### src/rtl/rs_issue_queue_pkg.sv
// Shared types for the reservation station: issue packet, bubble constant and execute-stage encodings.
// PRF tag width comes from the `PRF_width macro and falls back to 6 bits when it is not defined.
`ifndef PRF_width
`define PRF_width 6
`endif

package rs_issue_queue_pkg;

   localparam int PRF_W = `PRF_width;

   typedef enum logic [4:0] {
      ALU_ADDQ   = 5'h00,
      ALU_SUBQ   = 5'h01,
      ALU_AND    = 5'h02,
      ALU_BIC    = 5'h03,
      ALU_BIS    = 5'h04,
      ALU_ORNOT  = 5'h05,
      ALU_XOR    = 5'h06,
      ALU_EQV    = 5'h07,
      ALU_SRL    = 5'h08,
      ALU_SLL    = 5'h09,
      ALU_SRA    = 5'h0a,
      ALU_MULQ   = 5'h0b,
      ALU_CMPEQ  = 5'h0c,
      ALU_CMPLT  = 5'h0d,
      ALU_CMPLE  = 5'h0e,
      ALU_CMPULT = 5'h0f,
      ALU_CMPULE = 5'h10
   } alu_func_t;

   typedef enum logic [1:0] {
      ALU_OPA_IS_REGA     = 2'h0,
      ALU_OPA_IS_MEM_DISP = 2'h1,
      ALU_OPA_IS_NPC      = 2'h2,
      ALU_OPA_IS_NOT3     = 2'h3
   } alu_opa_t;

   typedef enum logic [1:0] {
      ALU_OPB_IS_REGB    = 2'h0,
      ALU_OPB_IS_ALU_IMM = 2'h1,
      ALU_OPB_IS_BR_DISP = 2'h2
   } alu_opb_t;

   typedef struct packed {
      alu_func_t        opcode;
      alu_opa_t         opa_select;
      alu_opb_t         opb_select;
      logic [31:0]      inst;
      logic [63:0]      npc;
      logic [63:0]      pred_target;
      logic             cond_branch;
      logic             uncond_branch;
      logic             rd_mem;
      logic             wr_mem;
      logic             ldl_mem;
      logic             stc_mem;
      logic             cpuid;
      logic [PRF_W-1:0] src_a;
      logic [PRF_W-1:0] src_b;
      logic [PRF_W-1:0] dest;
   } rs_pkt_t;

   localparam rs_pkt_t RS_BUBBLE = '{
      opcode:        ALU_ADDQ,
      opa_select:    ALU_OPA_IS_REGA,
      opb_select:    ALU_OPB_IS_REGB,
      inst:          32'h0,
      npc:           64'h0,
      pred_target:   64'h0,
      cond_branch:   1'b0,
      uncond_branch: 1'b0,
      rd_mem:        1'b0,
      wr_mem:        1'b0,
      ldl_mem:       1'b0,
      stc_mem:       1'b0,
      cpuid:         1'b0,
      src_a:         '0,
      src_b:         '0,
      dest:          '0
   };

   function automatic logic is_mulq(input rs_pkt_t p);
      return p.opcode == ALU_MULQ;
   endfunction

endpackage

### src/rtl/rs_issue_queue_select.sv
// Combinational picker: one-hot grant to the requester with the largest age, lowest index on ties.
// With all ages tied at zero it degenerates to plain lowest-index priority.
module rs_issue_queue_select
   import rs_issue_queue_pkg::*;
#(
   parameter int N     = 8,
   parameter int AGE_W = 3
) (
   input  logic [N-1:0]            req,
   input  logic [N-1:0][AGE_W-1:0] age,
   output logic [N-1:0]            gnt,
   output logic                    gnt_valid
);

   logic [AGE_W-1:0] best_age;

   always_comb begin
      gnt       = '0;
      gnt_valid = 1'b0;
      best_age  = '0;
      for (int i = 0; i < N; i++) begin
         // strict compare keeps the earlier index on equal age
         if (req[i] && (!gnt_valid || (age[i] > best_age))) begin
            gnt       = '0;
            gnt[i]    = 1'b1;
            gnt_valid = 1'b1;
            best_age  = age[i];
         end
      end
   end

endmodule

### src/rtl/rs_issue_queue.sv
// Reservation station feeding the execute-stage issue register; CDB wakeup, mult/stall back-pressure, flush.
// Define RS_AGE_SELECT_EN to pick the oldest eligible entry instead of the lowest index.
module rs_issue_queue
   import rs_issue_queue_pkg::*;
#(
   parameter int RS_ENTRIES = 8
) (
   input  logic                            clock,
   input  logic                            reset,
   input  logic                            disp_valid_in,
   input  rs_pkt_t                         disp_pkt_in,
   input  logic                            disp_srcA_ready_in,
   input  logic                            disp_srcB_ready_in,
   input  logic [PRF_W-1:0]                ex_CDB_tag_in,
   input  logic                            ex_CDB_arb_stall_in,
   input  logic                            ex_MULT_busy_in,
   input  logic                            ROB_branch_mispredict_in,
   output logic                            rs_full_out,
   output logic [$clog2(RS_ENTRIES):0]     rs_free_cnt_out,
   output rs_pkt_t                         rs_ex_pkt_out
);

   localparam int CNT_W = $clog2(RS_ENTRIES) + 1;
   localparam int AGE_W = $clog2(RS_ENTRIES);

   logic [RS_ENTRIES-1:0] valid_q, valid_d;
   logic [RS_ENTRIES-1:0] rdy_a_q, rdy_a_d;
   logic [RS_ENTRIES-1:0] rdy_b_q, rdy_b_d;
   rs_pkt_t               pkt_q [RS_ENTRIES];
   rs_pkt_t               pkt_d [RS_ENTRIES];
   rs_pkt_t               ex_pkt_q, ex_pkt_d;
   logic [CNT_W-1:0]      free_cnt_q, free_cnt_d;
   logic                  rs_full_q, rs_full_d;

   logic [RS_ENTRIES-1:0]            elig;
   logic [RS_ENTRIES-1:0]            iss_gnt;
   logic                             iss_valid;
   logic [RS_ENTRIES-1:0]            free_gnt;
   logic                             free_valid;
   logic [RS_ENTRIES-1:0][AGE_W-1:0] age_sel;
   rs_pkt_t                          iss_pkt;
   logic                             cdb_hit;
   logic                             disp_rdy_a;
   logic                             disp_rdy_b;
   logic                             disp_accept;
   logic                             issue_fire;

   assign cdb_hit    = (ex_CDB_tag_in != '0);
   assign disp_rdy_a = disp_srcA_ready_in || (disp_pkt_in.src_a == '0) ||
                       (cdb_hit && (disp_pkt_in.src_a == ex_CDB_tag_in));
   assign disp_rdy_b = disp_srcB_ready_in || (disp_pkt_in.src_b == '0) ||
                       (cdb_hit && (disp_pkt_in.src_b == ex_CDB_tag_in));

   // free-slot search works off registered occupancy, so a slot vacated by issue waits a cycle
   assign disp_accept = disp_valid_in && !rs_full_q && free_valid && !ROB_branch_mispredict_in;
   assign issue_fire  = iss_valid && !ex_CDB_arb_stall_in && !ROB_branch_mispredict_in;

   always_comb begin
      elig = '0;
      for (int i = 0; i < RS_ENTRIES; i++) begin
         elig[i] = valid_q[i] && rdy_a_q[i] && rdy_b_q[i] &&
                   !(is_mulq(pkt_q[i]) && ex_MULT_busy_in);
      end
   end

`ifdef RS_AGE_SELECT_EN
   logic [RS_ENTRIES-1:0][AGE_W-1:0] age_q, age_d;

   assign age_sel = age_q;

   always_comb begin
      age_d = age_q;
      for (int i = 0; i < RS_ENTRIES; i++) begin
         if (disp_accept && free_gnt[i]) begin
            age_d[i] = '0;
         end else if (valid_q[i] && (age_q[i] != '1)) begin
            age_d[i] = age_q[i] + AGE_W'(1);
         end
      end
      if (ROB_branch_mispredict_in) begin
         age_d = '0;
      end
   end

   always_ff @(posedge clock) begin
      if (reset) begin
         age_q <= '0;
      end else begin
         age_q <= age_d;
      end
   end
`else
   assign age_sel = '0;
`endif

   rs_issue_queue_select #(.N(RS_ENTRIES), .AGE_W(AGE_W)) u_issue_sel (
      .req       (elig),
      .age       (age_sel),
      .gnt       (iss_gnt),
      .gnt_valid (iss_valid)
   );

   rs_issue_queue_select #(.N(RS_ENTRIES), .AGE_W(AGE_W)) u_free_sel (
      .req       (~valid_q),
      .age       ('0),
      .gnt       (free_gnt),
      .gnt_valid (free_valid)
   );

   always_comb begin
      iss_pkt = RS_BUBBLE;
      for (int i = 0; i < RS_ENTRIES; i++) begin
         if (iss_gnt[i]) begin
            iss_pkt = pkt_q[i];
         end
      end
   end

   always_comb begin
      valid_d = valid_q;
      rdy_a_d = rdy_a_q;
      rdy_b_d = rdy_b_q;
      pkt_d   = pkt_q;
      for (int i = 0; i < RS_ENTRIES; i++) begin
         if (valid_q[i] && cdb_hit && (pkt_q[i].src_a == ex_CDB_tag_in)) begin
            rdy_a_d[i] = 1'b1;
         end
         if (valid_q[i] && cdb_hit && (pkt_q[i].src_b == ex_CDB_tag_in)) begin
            rdy_b_d[i] = 1'b1;
         end
         if (issue_fire && iss_gnt[i]) begin
            valid_d[i] = 1'b0;
         end
         if (disp_accept && free_gnt[i]) begin
            valid_d[i] = 1'b1;
            pkt_d[i]   = disp_pkt_in;
            rdy_a_d[i] = disp_rdy_a;
            rdy_b_d[i] = disp_rdy_b;
         end
      end
      if (ROB_branch_mispredict_in) begin
         valid_d = '0;
      end
   end

   always_comb begin
      if (ROB_branch_mispredict_in) begin
         ex_pkt_d   = RS_BUBBLE;
         free_cnt_d = CNT_W'(RS_ENTRIES);
      end else begin
         ex_pkt_d   = ex_CDB_arb_stall_in ? ex_pkt_q : iss_pkt;
         free_cnt_d = free_cnt_q + CNT_W'(issue_fire) - CNT_W'(disp_accept);
      end
      rs_full_d = (free_cnt_d == '0);
   end

   always_ff @(posedge clock) begin
      if (reset) begin
         valid_q    <= '0;
         rdy_a_q    <= '0;
         rdy_b_q    <= '0;
         ex_pkt_q   <= RS_BUBBLE;
         free_cnt_q <= CNT_W'(RS_ENTRIES);
         rs_full_q  <= 1'b0;
      end else begin
         valid_q    <= valid_d;
         rdy_a_q    <= rdy_a_d;
         rdy_b_q    <= rdy_b_d;
         ex_pkt_q   <= ex_pkt_d;
         free_cnt_q <= free_cnt_d;
         rs_full_q  <= rs_full_d;
      end
   end

   // payload is qualified by valid_q, so it needs no reset
   always_ff @(posedge clock) begin
      pkt_q <= pkt_d;
   end

`ifndef SYNTHESIS
   always_ff @(posedge clock) begin
      if (!reset) begin
         assert (!(disp_valid_in && rs_full_q))
            else $warning("rs_issue_queue: dispatch dropped, queue full");
      end
   end
`endif

   assign rs_ex_pkt_out   = ex_pkt_q;
   assign rs_free_cnt_out = free_cnt_q;
   assign rs_full_out     = rs_full_q;

endmodule

### config.mk
export PLATFORM = sky130hd
export DESIGN_NAME = rs_issue_queue
export DESIGN_NICKNAME = d
export VERILOG_FILES = /design/src/rtl/rs_issue_queue_pkg.sv /design/src/rtl/rs_issue_queue_select.sv /design/src/rtl/rs_issue_queue.sv
export SDC_FILE = /design/constraint.sdc
export NUM_CORES = 2
export LEC_CHECK = 0
export CORE_MARGIN = 2
export CORE_UTILIZATION = 40
export DETAILED_ROUTE_END_ITERATION = 8
export PLACE_DENSITY = 0.57
export SYNTH_ARGS = -nofsm -noshare
export SYNTH_HDL_FRONTEND = slang
export SYNTH_SLANG_ARGS = --single-unit
### constraint.sdc
create_clock -name clock -period 49.8 [get_ports clock]
set_clock_uncertainty 0.05 [all_clocks]
set_input_delay 9.96 -clock clock [delete_from_list [all_inputs] [get_ports clock]]
set_output_delay 9.96 -clock clock [all_outputs]
set_load 0.02 [all_outputs]
### Yosys cells after proc, flatten, opt, wreduce, memory -nomap -nowiden

Cells that the tools add are included.

* equal/unequal tests: 26
* multiplexer cells: 89
* bitwise logic cells: 1
* reduce and logical (&&, ||, !) cells: 151
* $add $sub $neg: 2

Operator list (count)
* $mux W194: 8
* $mux W8: 14
* $eq A6 B6 Y1: 18
* $logic_and A1 B1 Y1: 93
* $mux W1: 66
* $reduce_bool A2 Y1: 24
* $eq A5 B4 Y1 const B: 8
* $logic_not A1 Y1: 25
* $logic_not A6 Y1: 2
* $not A8 Y8: 1
* $reduce_bool A6 Y1: 1
* $add A4 B1 Y4: 1
* $logic_not A4 Y1: 1
* $logic_or A1 B1 Y1: 4
* $mux W4: 1
* $sub A4 B1 Y4: 1
* $reduce_or A2 Y1: 1

* register bits: 1775
* output and inout bits: 199
* input port bits: 208

### Longest topological paths before layout

* word-level depth: 34
* gate-level depth with buffers: 15

### Cells and area by module

From an unflattened synthesis, not the netlist that was laid out.

* cells, all modules: 5043
* area total of the unflattened synthesis: 70644.0 um2

Modules (own cells, without submodules)
* rs_issue_queue: cells an instance 4757, sequential area each 51069.0 um2, area an instance 68504.5 um2, times used 1
* rs_issue_queue_select: cells an instance 143, sequential area each 0.0 um2, area an instance 1069.8 um2, times used 2

### Least setup slack after synthesis

No wires, ideal clock.

* kind: input-to-reg
* from: input port ROB_branch_mispredict_in
* to: register rdy_b_q[6]
* required time: 48.767 ns
* stages: 4
* slack: 18.392 ns
* arrival: 30.375 ns
* cells stage by stage: nor2_1 > nand2_1 > nor4_1 > a221oi_1

* word-level cells in the longest chain between the ends: 4
* elaborated cells on any way between the ends: 5

RTL lines
* from (decl): RTL line rs_issue_queue.sv:17 `input logic ROB_branch_mispredict_in,`
* $logic_not A1 Y1 *: RTL line rs_issue_queue.sv:55 `assign disp_accept = disp_valid_in && !rs_full_q && free_valid && !ROB_branch_mispredict_in;`
* $logic_and A1 B1 Y1 *: RTL line rs_issue_queue.sv:55
* $logic_and A1 B1 Y1 *: RTL line rs_issue_queue.sv:134 `if (disp_accept && free_gnt[i]) begin`
* $mux W1 / $reduce_bool A2 Y1 (equally long branches)
* to (signal assigned): RTL line rs_issue_queue.sv:168 `rdy_b_q <= rdy_b_d;`
* to (decl): RTL line rs_issue_queue.sv:28 `logic [RS_ENTRIES-1:0] rdy_b_q, rdy_b_d;`

Mark *: on every way between the ends. The rest lies on a longest branch, timed or not.
A chain may end at the register's enable or synchronous reset.

### Worst setup path after layout

* from: input port ex_MULT_busy_in
* to: register ex_pkt_q, in the netlist rs_ex_pkt_out[33]

* word-level cells in the longest chain between the ends: 33
* elaborated cells on any way between the ends: 61

RTL lines
* from (decl): RTL line rs_issue_queue.sv:16 `input logic ex_MULT_busy_in,`
* $logic_and A1 B1 Y1: RTL line rs_issue_queue.sv:62 `!(is_mulq(pkt_q[i]) && ex_MULT_busy_in);`
* $logic_not A1 Y1: RTL line rs_issue_queue.sv:62
* $logic_and A1 B1 Y1: RTL line rs_issue_queue.sv:61 `elig[i] = valid_q[i] && rdy_a_q[i] && rdy_b_q[i] &&`
* $mux W1: RTL line rs_issue_queue_select.sv:23 `if (req[i] && (!gnt_valid || (age[i] > best_age))) begin`
* $logic_not A1 Y1: RTL line rs_issue_queue_select.sv:23
* $logic_and A1 B1 Y1: RTL line rs_issue_queue_select.sv:23
* $mux W1: RTL line rs_issue_queue_select.sv:23
* $logic_not A1 Y1: RTL line rs_issue_queue_select.sv:23
* [11 not listed]
* $logic_not A1 Y1: RTL line rs_issue_queue_select.sv:23
* $logic_and A1 B1 Y1: RTL line rs_issue_queue_select.sv:23
* $mux W1: RTL line rs_issue_queue_select.sv:23
* $logic_not A1 Y1: RTL line rs_issue_queue_select.sv:23
* $logic_and A1 B1 Y1: RTL line rs_issue_queue_select.sv:23
* $mux W8 *: RTL line rs_issue_queue_select.sv:23
* $mux W194 (7 in a row): RTL line rs_issue_queue.sv:113 `if (iss_gnt[i]) begin`
* $mux W194 *: RTL line rs_issue_queue.sv:113
* to (signal assigned): RTL line rs_issue_queue.sv:169 `ex_pkt_q <= ex_pkt_d;`
* to (decl): RTL line rs_issue_queue.sv:31 `rs_pkt_t ex_pkt_q, ex_pkt_d;`

Marks and branches as above.

==> summary.md <==
| Metric | Value |
|---|---|
| Status | complete, no violations |
| Clock root buffer | clkbuf_16 |
| Reg2Reg Depth | 9 |
| Worst Path Buf+Inv | 3 |
| Power density over the cells | 39.9 nW/µm² |
| Type of the most critical hold path | reg2reg |
| Type of origin of the critical path | input port |
| Hold Path Cell Cnt | 2 |
| Rows | 147 |
| Total gr overflow | 0 |
| Starting density of the core | 40.2% |
| Syn Nets | 4130 |
| Final ANT Viol Nets | 0 |
| Number of gates resized after cts | 0 |
| Final Non-Filler Cells | 6622 |
| Leak | 0.0235 µW |
| Postcts setup bufs | 0 |
| Gpl congestion | 0.776 |
| Top cells by count, synth | 1552 x edfxtp_1, 223 x dfxtp_1, 213 x nor2_1 |
| RSZ-0062 raised after global routing | no |
| Clock latency on the worst-skew pair | 0.80 ns |
| Share of the synthesized area in the top cell type | 72.2% |
| # IOs | 407 |
| Final Max Tran Viols | 0 |
| Fillers | 13.7k |
| Clock sinks | 1775 |
| YS warnings | 0 |
| Synth Area per Inst | 16.5 µm² |
| Worst r2r src | valid_q[0]$_SDFFE_PP0P_ |
| CP Capture Type | register |
| Final hold vios | 0 |
| Rel. slew slack | 6.75% |
| Synth Instances | 3917 |
| Nets | 4515 |
| Pin count of the biggest net entering global routing | 144 |
| Combinational share of power | 2.8% |
| Mapped cell area | 64500 µm² |
| Crit path largest cell delay | 0.92 ns |
| CTS Hold Bufs | 0 |
| Flop2flop setup slack | 45.35 ns |
| Async set-reset flop share out of synthesis | 0% |
| DRT iter0 DRCs | 3997 |
| TNS Setup | 0 ns |
| Psw | 632 µW |
| Vias in the first global route | 37.2k |
| Overall power | 3060 µW |
| Yosys reg bits | 1775 |
| Placed Cells | 6280 |
| Drc violations | 0 |
| Kind of cell adding the most delay to the critical path | buffers and inverters |
| Gr usage total | 20.6% |
| Sequence of cells on the critical path | clkdlybuf4s50_1, a41o_2, nand4_1, or2_4, buf_4, buf_4, nor2_1, a31o_2, a31oi_1 |
| Worst reg2reg endpoint | rs_ex_pkt_out[33]$_SDFFE_PP0N_ |
| Die Width | 406 µm |
| Crit-path max FO | 88 |
| Total Routed Length | 172 mm |
| Ys flop type | edfxtp_1 |
| CP dominant cell by count | buf_4 |
| Worst-Margin Slew | 1.39 ns |
| Fmax | 73.7 MHz |
| VDD IR max | 0.0320 mV |
| Hold endpoint | rs_ex_pkt_out[8]$_SDFFE_PP0N_ |
| Average routed wire per standard cell | 26.0 µm |
| Hold_sp | rs_ex_pkt_out[8]$_SDFFE_PP0N_ |
| Layout cells sized above 1 | 10.7% |
| Register area share after synthesis | 79.2% |
| Via/cell ratio | 5.65 |
| Cell variety after synth | 61 |
| Area growth, synth to finish | 19.0% |
| Core Region | 160000 µm² |
| Clk buf depth | 3 |
| First-pass GRT wire length | 250 mm |
| Top-count cell post-synth | edfxtp_1 |
| Switching part of the total | 20.6% |
| Setup Crit Path Kind | in2reg |
| Antenna violations before repair | 36 |
| EDFF count, synth | 1552 |
| Router iterations before antenna repair | 8 |
| Die Footprint | 165000 µm² |
| Clk pwr share | 43.7% |
| Die height | 406 µm |
| CTS tree | built |
| Worst EP required | 50.45 ns |
| DP HPWL | 88.8 mm |
| Vias post-DR | 37.4k |
| Final min period | 13.58 ns |
| Power share of the sequential group | 53.5% |
| CP max stage cell | or2_4 |
| Top cells by area, synth | edfxtp_1 72%, dfxtp_1 6.9%, a222oi_1 2.9% |
| Internal | 2430 µW |
| Clk slew on worst S/H paths | 0.06 ns |
| Arrival time worst endpoint | 14.22 ns |
| Period utilization | 27.3% |
| PortBufs | 406 |
| Maxcap violations | 0 |
| Clock buffer count from CTS | 180 |
| Leading area contributor after synthesis | edfxtp_1 |
| Setup violators final | 0 |
| Htree depth | 4 |
==> metal layers <==
layer	vias to the layer above	GRT usage, %	share of wire (%)
met5	-	0	0.21
met4	58	5.78	2.2
met3	308	6.00	8.7
met2	1331	33.3	47
met1	19000	27.0	42
li1	16700	-	-
==> cells by family after synthesis <==
family / count (synthesis) / synth area share (%)
AO/OA/AOI/OAI: 1213 / 13.7
XOR/XNOR: 111 / 1.51
adder cells (fa/ha/maj): 5 / 0.109
buffers and inverters: 278 / 1.84
flip-flops: 1775 / 79.2
multiplexers: 1 / 0.0175
AND/OR/NAND/NOR: 534 / 3.62
==> layout by cell type (no fill, tap or decap), drive strengths merged, types with 3 or more instances in the layout <==
cell type / netlist / layout
nand2: 207 / 207
nand2b: 3 / 3
and3: 10 / 10
a21oi: 199 / 199
and2: 4 / 4
a22o: 185 / 185
ha: 4 / 4
a211o: 3 / 3
xor2: 45 / 45
a221oi: 11 / 11
diode: 0 / 5
o21ai: 205 / 205
clkdlybuf4s50: 0 / 406
a211oi: 18 / 18
nor3: 22 / 22
a221o: 7 / 7
a222oi: 186 / 186
o31a: 3 / 3
a31oi: 190 / 190
o2bb2ai: 3 / 3
or2: 3 / 3
nor4bb: 4 / 4
clkbuf: 152 / 246
a31o: 190 / 190
nand3: 17 / 17
nand4: 18 / 18
bufinv: 0 / 12
buf: 119 / 68
dfxtp: 223 / 223
nor2b: 4 / 4
inv: 6 / 15
a311oi: 3 / 3
clkinvlp: 0 / 3
nor2: 215 / 215
edfxtp: 1552 / 1552
nor4: 20 / 20
xnor2: 66 / 66
clkinv: 1 / 68
==> sequential cells by signal (all words and copies together), names as in the netlist <==
signal           count
rs_free_cnt_out      4
rdy_b_q              8
rs_full_out          1
valid_q              8
pkt_q             1552
rs_ex_pkt_out      194
rdy_a_q              8
==> power by group through the flow <==
stage                     Clock [µW]  Sequential, µW  Combinational (µW)
after floorplan                    0            1680                23.5
after global placement             0            1670                84.9
after detailed placement           0            1670                86.1
after CTS                       1370            1640                86.4
after global routing            1430            1640                92.3
final                           1340            1640                85.5
==> worst max-delay path by stage <==
stage | from | endpoint | slack [ns] | depth (start not counted)
5_1_grt | ex_MULT_busy_in | rs_ex_pkt_out[43]$_SDFFE_PP0N_ | 35.97 | 9
2_1_floorplan | ROB_branch_mispredict_in | rdy_b_q[6]$_SDFFE_PP0P_ | 18.39 | 4
4_1_cts | ex_MULT_busy_in | rs_ex_pkt_out[33]$_SDFFE_PP0N_ | 36.30 | 9
3_3_place_gp | ex_MULT_busy_in | rs_ex_pkt_out[125]$_SDFFE_PP0N_ | 35.60 | 9
6_report | ex_MULT_busy_in | rs_ex_pkt_out[33]$_SDFFE_PP0N_ | 36.22 | 9
3_5_place_dp | ex_MULT_busy_in | rs_ex_pkt_out[33]$_SDFFE_PP0N_ | 35.47 | 9
==> through the flow <==
stage	worst slack (ns)	hold slack [ns]	util [%]	area, µm²
5_1_grt	35.97	0.468	47.9	76800
4_1_cts	36.30	0.430	47.9	76800
3_5_place_dp	35.47	0.422	44.2	70800
3_3_place_gp	35.60	0.421	44.2	70800
2_1_floorplan	18.39	0.458	-	64500
6_report	36.22	0.426	47.9	76800
==> area by class of cell <==
type	count	area, µm²	area share (%)
Sequential cell	1775	51100	66.5
Multi-Input combinational cell	1864	12300	16.1
Clock buffer	246	4990	6.51
Timing Repair Buffer	474	4690	6.11
Tap cell	2160	2700	3.52
Clock inverter	91	923	1.20
Inverter	7	41.3	0.0538
Antenna cell	5	12.5	0.0163
==> worst reg2reg max path: cells and delay by family (launching register included) <==
family	cells	cell delay, ns
AO/OA/AOI/OAI	3	0.82
buffers and inverters	2	1.53
AND/OR/NAND/NOR	4	1.49
flip-flops	1	0.48
No activity file was read; power rests on OpenSTA's default activity.
